$ cat src/rtl/lc3_fetch_stage.sv
// LC3 fetch stage: owns the PC, issues synchronous imem reads and hands each
// captured instruction (with its next-PC) to decode behind a 1-cycle qualifier.
module lc3_fetch_stage #(
    parameter logic [15:0] PC_RESET = 16'h3000,
    parameter int          CNT_W    = 16
) (
    input  logic             clock,
    input  logic             reset_n,
    input  logic             enable_fetch,
    input  logic             enable_updatePC,
    input  logic             br_taken,
    input  logic [15:0]      taddr,
    output logic             imem_rd,
    output logic [15:0]      imem_addr,
    input  logic [15:0]      imem_dout,
    output logic [15:0]      instr_dout,
    output logic [15:0]      npc_out,
    output logic             enable_decode,
    output logic [CNT_W-1:0] fetch_count
);

    typedef enum logic {IDLE, PEND} state_t;

    state_t      state, state_nxt;
    logic [15:0] pc;
    logic [15:0] addr_q;    // address of the read currently in flight
    logic        flush_q;   // in-flight read was issued in a redirect cycle
    logic        redirect;
    logic        capture;

    // Reads go out straight from the current (pre-update) PC.
    assign imem_rd   = enable_fetch;
    assign imem_addr = pc;
    assign redirect  = enable_updatePC & br_taken;

    // Next state and capture decision; a redirect kills the data arriving now.
    always_comb begin
        state_nxt = state;
        capture   = 1'b0;
        case (state)
            IDLE: state_nxt = enable_fetch ? PEND : IDLE;
            PEND: begin
                capture   = !flush_q && !redirect;
                state_nxt = enable_fetch ? PEND : IDLE;
            end
            default: state_nxt = IDLE;
        endcase
    end

    // PC: redirect, advance, or hold; 16-bit wrap is natural.
    always_ff @(posedge clock or negedge reset_n) begin
        if (!reset_n)
            pc <= PC_RESET;
        else if (enable_updatePC)
            pc <= br_taken ? taddr : pc + 16'd1;
    end

    // Read tracking: state, address of the issued read, and its flush mark.
    // A read launched alongside a redirect targets a stale PC, so it is
    // tagged here and dropped when its data returns.
    always_ff @(posedge clock or negedge reset_n) begin
        if (!reset_n) begin
            state   <= IDLE;
            addr_q  <= 16'd0;
            flush_q <= 1'b0;
        end else begin
            state   <= state_nxt;
            flush_q <= redirect;
            if (enable_fetch)
                addr_q <= pc;
        end
    end

    // Decode-side outputs: capture on a completed read, otherwise hold.
    always_ff @(posedge clock or negedge reset_n) begin
        if (!reset_n) begin
            instr_dout    <= 16'd0;
            npc_out       <= 16'd0;
            enable_decode <= 1'b0;
            fetch_count   <= '0;
        end else begin
            enable_decode <= capture;
            if (capture) begin
                instr_dout  <= imem_dout;
                npc_out     <= addr_q + 16'd1;
                fetch_count <= fetch_count + CNT_W'(1);
            end
        end
    end

endmodule

$ cat config.mk
export PLATFORM = sky130hd
export DESIGN_NAME = lc3_fetch_stage
export DESIGN_NICKNAME = d
export VERILOG_FILES = /design/src/rtl/lc3_fetch_stage.sv
export SDC_FILE = /design/constraint.sdc
export NUM_CORES = 1
export LEC_CHECK = 0
export CAP_MARGIN = 20
export CORE_MARGIN = 2
export CORE_UTILIZATION = 52
export CTS_CLUSTER_DIAMETER = 50
export CTS_CLUSTER_SIZE = 24
export DETAILED_ROUTE_END_ITERATION = 6
export PLACE_DENSITY = 0.95
export RECOVER_POWER = 50
export SETUP_SLACK_MARGIN = 0.2
export SLEW_MARGIN = 20
export SYNTH_ARGS = -nofsm -noshare
export SYNTH_HDL_FRONTEND = slang
export SYNTH_SLANG_ARGS = --single-unit
$ cat constraint.sdc
create_clock -name clock -period 3.4 [get_ports clock]
set_input_delay 0.85 -clock clock [delete_from_list [all_inputs] [get_ports clock]]
set_output_delay 0.85 -clock clock [all_outputs]
set_load 0.005 [all_outputs]
==> results of run 1 <==
==> layout make-up <==
type / instances / area [µm²]
clock buffer: 11 / 131
clock inverter: 5 / 30.0
fill: 561 / 2130
inverter: 10 / 37.5
multi-input combinational: 275 / 1640
sequential: 83 / 2080
tap: 99 / 124
timing repair buffer: 107 / 1050
==> sequential cells by signal, indices dropped and copies added (netlist names) <==
name / cells
addr_q: 16
fetch_count: 16
imem_addr: 16
instr_dout: 16
npc_out: 16
enable_decode: 1
flush_q: 1
state: 1
==> per-stage QoR <==
stage	util (%)	std cells
after floorplan	-	386
after global placement	68.5	574
after detailed placement	68.5	574
after CTS	70.7	590
after global routing	70.5	590
final	70.5	590
==> report_power, final <==
part,total [W],leakage [nW],internal [W],switching [W]
Sequential,0.00137,1.00,0.00117,0.000205
Combinational,0.000705,1.17,0.000427,0.000278
Clock,0.000594,0.0791,0.000262,0.000332
==> synth_stat cells, types with 3 or more instances <==
cell type	instances	share of area, %
nand4_1	12	2.0
ha_1	3	0.98
mux2i_1	3	0.78
nor2_1	24	2.3
mux2_2	15	4.4
xor2_1	14	3.2
a22o_1	4	0.91
and4_1	6	1.4
xnor2_1	13	3.0
nor2b_1	3	0.49
and3_1	9	1.5
a21oi_1	9	1.2
clkbuf_1	5	0.49
nand2_1	85	8.3
buf_2	9	1.2
inv_1	10	0.98
nand3_1	15	2.0
nor3_1	9	1.2
dfrtp_1	81	53
o21ai_0	20	2.6
==> worst paths after layout <==
| kind | endpoint | slack (ps) | cells past startpoint |
|---|---|---|---|
| max | imem_rd | 650 | 2 |
| min | npc_out[1] | 480 | 2 |
| max reg2reg | npc_out[15] | 1580 | 5 |
| min reg2reg | npc_out[1] | 480 | 2 |
| min in group asynchronous | instr_dout[11] | 1060 | 1 |
| max in group asynchronous | instr_dout[15] | 1170 | 1 |
==> logic make-up after synthesis <==
| group | count (synthesis) |
|---|---|
| buffers and inverters | 28 |
| xor gates and xnor gates | 27 |
| DFF | 83 |
| muxes | 18 |
| adders and majority gates | 3 |
| AOI/OAI and AO/OA | 55 |
| and+or+nand+nor | 172 |
==> per-layer routing <==
metal  part of all wire, %  vias up  global-route usage [%]
li1                      -     1535                       -
met5                     0        -                       0
met4                   1.2        0                    7.82
met3                   5.3       11                    4.02
met1                    42     1587                    30.4
met2                    51      117                    39.2
==> metrics, run 1 <==
row cnt=31; Setup WS pre-CTS=708 ps; Worst Path Required=2550 ps; Top delay family on crit path=buffers and inverters; Wirelength per Cell=15.5 µm; violated checks=max-capacitance violations, max-slew violations; Final Max Tran Viols=84; post-CTS sizing=0; share of post-route cells with drive strength above 1=7.54%; RD Place Congestion=0.858; Max Cap Violations=1; Buffers on Ports=102; Clock Skews=10.0 ps; vias per cell=5.51; Crit Path Class=input port to output pin; CP max FO=2; Buf/Inv on CP=2; most common cell after layout, fill and taps aside=clkdlybuf4s50_1; worst min path class=register to register; cell area after synthesis=3850 µm²; GR Util All Layers=23.2%; VDD IR max=0.268 mV; EDFF count, synth=0; Post-Synth Adder-Cell Area=0.976%; RSZ-0062 raised after global routing=false; clk_lat worst skew=340 ps; Clock H-tree levels=3; multiplexer share of the synthesized area=5.17%; ratio of final minimum period to clock period=80.9%; outcome=finished, violations left; num ports=103; post-CTS setup buffer count=0; CTS Buf Count=9; clock buffer depth=2; cells along the critical path=dlygate4sd3_1 -> clkdlybuf4s50_1; slowest stage delay, CP=550 ps; Main synth FF type=dfrtp_1; CTS root buf=clkbuf_8; Worst-path clk slew=70 ps; Critical Path Source=enable_fetch; Antenna diodes=0; grt ovf=0; count of final hold-check violations=0; antenna violations before repair=0; Yosys reg bits=83; most frequent cells in the layout=clkdlybuf4s50_1, nand2_1, dfrtp_1, nor2_1, o21ai_0; Lkg Pwr=2.25 nW; core region area=7210 µm²; Compound-Gate Fraction of Synth Area=9.56%; min Tclk post-route=2750 ps; fmax=363 MHz; Die Span Y=90.0 µm; main combinational cell family by area after synthesis=simple AND/OR/NAND/NOR gates; pin count of the biggest net entering global routing=84; Yosys cell types=46; Synth async-reset ratio=100%; cell area after layout=5090 µm²; Final Routed Wirelength=9150 µm; clk sink count=83; DRT Pass-1 Iters=4; hold buffers post-CTS=0; worst reg2reg path startpoint=flush_q; Residual DRC=0; worst-margin pin slew=1980 ps; first-pass GRT wire length=15500 µm; Worst setup SP type=input port; Syn Inst Count=386; worst rel slew slack=-32.0%; Design Power=0.00267 W; Die ar.=8100 µm²; Mapped Nets=426; Synth Area in XOR/XNOR=6.15%; initial core utilization=53.3%; Die X=90.0 µm; CP Capture Type=output pin; placed cell area=4940 µm²; HP Start=npc_out[1]; Mean Syn Cell Area=9.96 µm²; PD cells=525 nW/µm²; setup TNS=0 ps; Final setup viols=0; nets@finish=526; DRT iter0 DRCs=278; Synthesis Warnings=0; antenna-violating nets left=0; fin worst setup slack=649 ps; simple-gate share of the synthesized area=20.9%; dpl hpwl=6720 µm; smallest hold slack=479 ps; CP Data Arrival Time=1900 ps; DR vias=3250; Seq/Total Area, Yosys=54.1%; P&R area growth vs syn=32.3%; CP max-delay cell=dlygate4sd3_1; number of global-route vias before repair=3254; TritonCTS clock tree=built
(Power assumes the default switching activity.)
==> inputs of run 2 (changes only) <==
--- a/config.mk
+++ b/config.mk
@@ -7,11 +7,11 @@
 export LEC_CHECK = 0
 export CAP_MARGIN = 20
 export CORE_MARGIN = 2
-export CORE_UTILIZATION = 52
+export CORE_UTILIZATION = 48
 export CTS_CLUSTER_DIAMETER = 50
 export CTS_CLUSTER_SIZE = 24
 export DETAILED_ROUTE_END_ITERATION = 6
-export PLACE_DENSITY = 0.95
+export PLACE_DENSITY = 0.91
 export RECOVER_POWER = 50
 export SETUP_SLACK_MARGIN = 0.2
 export SLEW_MARGIN = 20
==> constraint.sdc (replaced) <==
create_clock -name clock -period 2.69 [get_ports clock]
set_input_delay 0.6725 -clock clock [delete_from_list [all_inputs] [get_ports clock]]
set_output_delay 0.6725 -clock clock [all_outputs]
set_load 0.005 [all_outputs]
==> metrics, run 2 (synthesized netlist as in run 1, its figures left out) <==
met2 wire len=4410 µm (-6.0%); outcome=complete, no violations; antenna-violating nets left=0 (unchanged); row cnt=32 (+3.2%); CTS Buf Count=9 (unchanged); Core Util, Final=66.8% (-3.8 points); Die ar.=8750 µm² (+8.0%); CP Data Arrival Time=1720 ps (-180 ps); placed instance count=580 (+1.0%); Lkg Pwr=2.28 nW (+1.6%); pin count of the biggest net entering global routing=43 (-49%); clock buffer depth=2 (unchanged); Seq pwr share=48.8% (-2.5 points); dpl hpwl=6510 µm (-3.1%); DR vias=3228 (-0.68%); GR Util All Layers=22.1% (-1.0 points); placed cell area=4980 µm² (+0.79%); num ports=103 (unchanged); Pint=0.00251 W (+36%); worst rel slew slack=32.0% (+64 points); Final Max Tran Viols=0 (-100%); Net Sw Power=0.00102 W (+25%); Buffers on Ports=102 (unchanged); clk sink count=83 (unchanged); Worst Path Required=2020 ps (-530 ps); core region area=7730 µm² (+7.1%); FILL cells=609 (+8.6%); cell area after layout=5160 µm² (+1.4%); Residual DRC=0 (unchanged); vias per cell=5.43 (-1.5%); RSZ-0062 raised after global routing=false; post-CTS setup buffer count=0 (unchanged); Clock Skews=12.6 ps (+2.57 ps); VDD IR max=0.323 mV (+21%); most frequent cells in the layout=clkdlybuf4s50_1, nand2_1, dfrtp_1, nor2_1, o21ai_0; hold buffers post-CTS=0 (unchanged); P&R area growth vs syn=34.1%; clk_lat worst skew=350 ps (about the same); min Tclk post-route=2390 ps; clock network fraction of total power=26.1% (+3.9 points); worst min path class=input port to asynchronous set/reset pin; Die Span Y=93.5 µm (+3.9%); Max Cap Violations=0 (-1); setup TNS=0 ps (unchanged); slowest stage delay, CP=540 ps (about the same); post-CTS sizing=0 (unchanged); CTS root buf=clkbuf_8; DRT iter0 DRCs=177 (-36%); Top Metal Used=met4; Wirelength per Cell=15.1 µm (-2.6%); share of post-route cells with drive strength above 1=8.11% (+0.58 points); Worst-path clk slew=70 ps (about the same); antenna violations before repair=0 (unchanged); initial core utilization=49.8% (-3.5 points); cells along the critical path=dlygate4sd3_1 -> clkdlybuf4s50_1; Worst setup SP type=input port; Final Routed Wirelength=8990 µm (-1.8%); Design Power=0.00353 W (+32%); Buf/Inv on CP=2 (unchanged); Crit Path Class=input port to output pin; first-pass GRT wire length=15200 µm (-1.8%); non-filler instance count after layout=595 (+0.85%); ratio of final minimum period to clock period=88.8%; most common cell after layout, fill and taps aside=clkdlybuf4s50_1; Top delay family on crit path=buffers and inverters; RD Place Congestion=0.837 (-2.4%); Routed met1 length=3840 µm (-0.34%); worst-margin pin slew=1020 ps (-960 ps); CP max-delay cell=dlygate4sd3_1; Clock H-tree levels=3 (unchanged); grt ovf=0 (unchanged); TritonCTS clock tree=built; nets@finish=529 (+0.57%); PD cells=685 nW/µm² (+31%); Die X=93.5 µm (+3.9%); DRT Pass-1 Iters=4 (unchanged); Antenna diodes=0 (unchanged); power share of the combinational group=25.1% (-1.3 points); fmax=419 MHz; CP max FO=2 (unchanged); switching share of power=28.8% (-1.7 points); met3 routed WL=578 µm (+19%); count of final hold-check violations=0 (unchanged); CP Capture Type=output pin; Final setup viols=0 (unchanged); number of global-route vias before repair=3191 (-1.9%)
## run 2: power by group through the flow
stage / Sequential, W / Combinational, W / Clock (W)
3_5_place_dp: 0.00174 / 0.000897 / 0
3_3_place_gp: 0.00172 / 0.000866 / 0
6_report: 0.00172 / 0.000888 / 0.000921
4_1_cts: 0.00172 / 0.000906 / 0.000939
2_1_floorplan: 0.00170 / 0.000377 / 0
5_1_grt: 0.00176 / 0.000986 / 0.000997
## run 2: worst paths after layout
kind	to	start	cells past startpoint	slack (ps)
worst max-delay path	imem_rd	enable_fetch	2	300
worst min-delay path	instr_dout[4]	reset_n	1	480
worst max register to register	imem_addr[12]	imem_addr[0]	5	920
worst min register to register	fetch_count[15]	fetch_count[15]	1	480
max in group asynchronous	addr_q[12]	reset_n	2	640
min in group clock	fetch_count[15]	fetch_count[15]	1	480
## run 2: layout make-up
type | instances | area, µm² | area share [%]
clock inverter | 3 | 46.3 | 0.897
inverter | 10 | 37.5 | 0.728
multi-input combinational | 275 | 1640 | 31.8
clock buffer | 12 | 165 | 3.20
tap | 102 | 128 | 2.47
sequential | 83 | 2080 | 40.3
timing repair buffer | 110 | 1060 | 20.6
## run 2: metal layers
| layer | vias to the layer above | track usage (%) |
|---|---|---|
| met5 | - | 0 |
| met4 | 0 | 9.44 |
| li1 | 1548 | - |
| met1 | 1539 | 29.5 |
| met3 | 14 | 3.46 |
| met2 | 127 | 36.1 |
## run 2: per-stage QoR
stage | setup WS [ps] | hold WS [ps]
floorplan | 967 | 377
global placement | 372 | 456
detailed placement | 361 | 463
CTS | 360 | 305
global route | 189 | 504
finish | 301 | 476
==> RTL edit, RTL diff (settings of run 2) <==
`CNT_W`: 16 -> 32.
--- a/src/rtl/lc3_fetch_stage.sv
+++ b/src/rtl/lc3_fetch_stage.sv
@@ -2,7 +2,7 @@
 // captured instruction (with its next-PC) to decode behind a 1-cycle qualifier.
 module lc3_fetch_stage #(
     parameter logic [15:0] PC_RESET = 16'h3000,
-    parameter int          CNT_W    = 16
+    parameter int          CNT_W    = 32
 ) (
     input  logic             clock,
     input  logic             reset_n,
Interface: changed (resized fetch_count); port bits go from 103 to 119. No check against the original RTL was run, so the function may have changed too.
==> RTL edit against run 2 <==
- combinational power decreased by 4.5%
- sequential cell count increased by 16
- worst setup slack got worse by 0.012 ns
- routed wire length increased by 15%
- design area increased by 15%
- power increased by 1.8%
- synthesized area increased by 17%
==> RTL edit: results (changes against run 2) <==
Detailed routing:
- The wire length on met2 is 5200 um (+18%).
- The length of routed met3 wiring is 626 um (+8.3%).
- The per-cell routed wire length is 15.2 um (+0.91%).
- The detailed-route vias per instance was 5.47 (+0.87%).
- The routed via count is 3705 (+15%).
- The met1 routed wirelength after detailed routing came to 4300 um (+12%).
- The number of design-rule violations left by the first detailed-router iteration is 113 (-36%).

Final layout:
- The layout net count was 601 (+14%).
- The fraction of the core area covered by cells at the end of the flow is 0.648 (-0.0196).
- The number of fill cells in the layout is 693 (+14%).
- The share of layout cells above drive strength 1 came to 0.0760 (-0.00516).

Synth:
- The commonest cells after synthesis are dfrtp_1 (97), nand2_1 (96), o21ai_0 (34).
- The instance count of the mapped netlist is 443 (+15%).
- The fraction of the yosys area taken by sequential cells is 0.553 (+0.0120).
- After synthesis, the cell types taking the most area are dfrtp_1 (54%), nand2_1 (8.0%), xnor2_1 (6.1%), o21ai_0 (3.8%), mux2_2 (3.8%).
- The unique cell type count in the Yosys netlist is 42 (-8.7%).

Run status:
- The flow ran to the end, and the final reports show no timing, DRC or antenna violations.

Pwr:
- The total combinational power came to 848 uW (-4.5%).
- The part of the total power dissipated in the clock network came to 0.227 (-0.034).
- The logic gate share of total power is 0.236 (-0.015).
- The switching portion of total power is 0.292 (+0.00376).
- The highest ir drop seen on vdd was 0.266 mV (-18%).

Placement:
- The pre-CTS setup slack is 0.168 ns (-0.193 ns).
- The number of I/O port buffers was 118 (+16%).
- The HPWL after detailed placement is 7820 um (+20%).
- The placement-stage cell area is 0.00580 mm2 (+16%).
- The instance count after placement with tap cells included was 661 (+14%).
- The global placement routability congestion came to 0.936 (+12%).

Timing:
- The setup clock skew after layout is 0.00978 ns (-0.00284 ns).
- The fraction of the cycle the final worst path needs is 0.893 (+0.00460).

Global route:
- The global-route wire length before repair is 17100 um (+13%).

Worst setup path:
- The number of cell instances on the worst register-to-register path came to 6 (+1).
[RTL edit: cell count changes after synthesis, sizes merged, moves of 10 or more]
cell,change
o21ai,+15
nand2,+11
xnor2,+18
dfrtp,+16
nor2,-10
buf,-11
clkbuf,+11
[RTL edit: metal layers]
metal | global-route usage | up-vias
li1 | - | 1770
met1 | 0.268 | 1752
met2 | 0.367 | 157
met3 | 0.0395 | 26
met4 | 0.0822 | 0
met5 | 0 | -
[RTL edit: final cells by class]
| cell class | instances | share of cell area |
|---|---|---|
| inverter | 7 | 0.00443 |
| timing repair buffer | 125 | 0.205 |
| clock inverter | 4 | 0.00443 |
| tap | 111 | 0.0234 |
| multi-input combinational | 319 | 0.322 |
| sequential | 99 | 0.418 |
| clock buffer | 12 | 0.0228 |
[RTL edit: kinds of logic after synthesis]
group           synth area share
buf+inv                   0.0218
fa+ha+maj                0.00837
compound gates            0.0778
xor+xnor                  0.0898
simple gates               0.207
mux                       0.0421
flops                      0.553
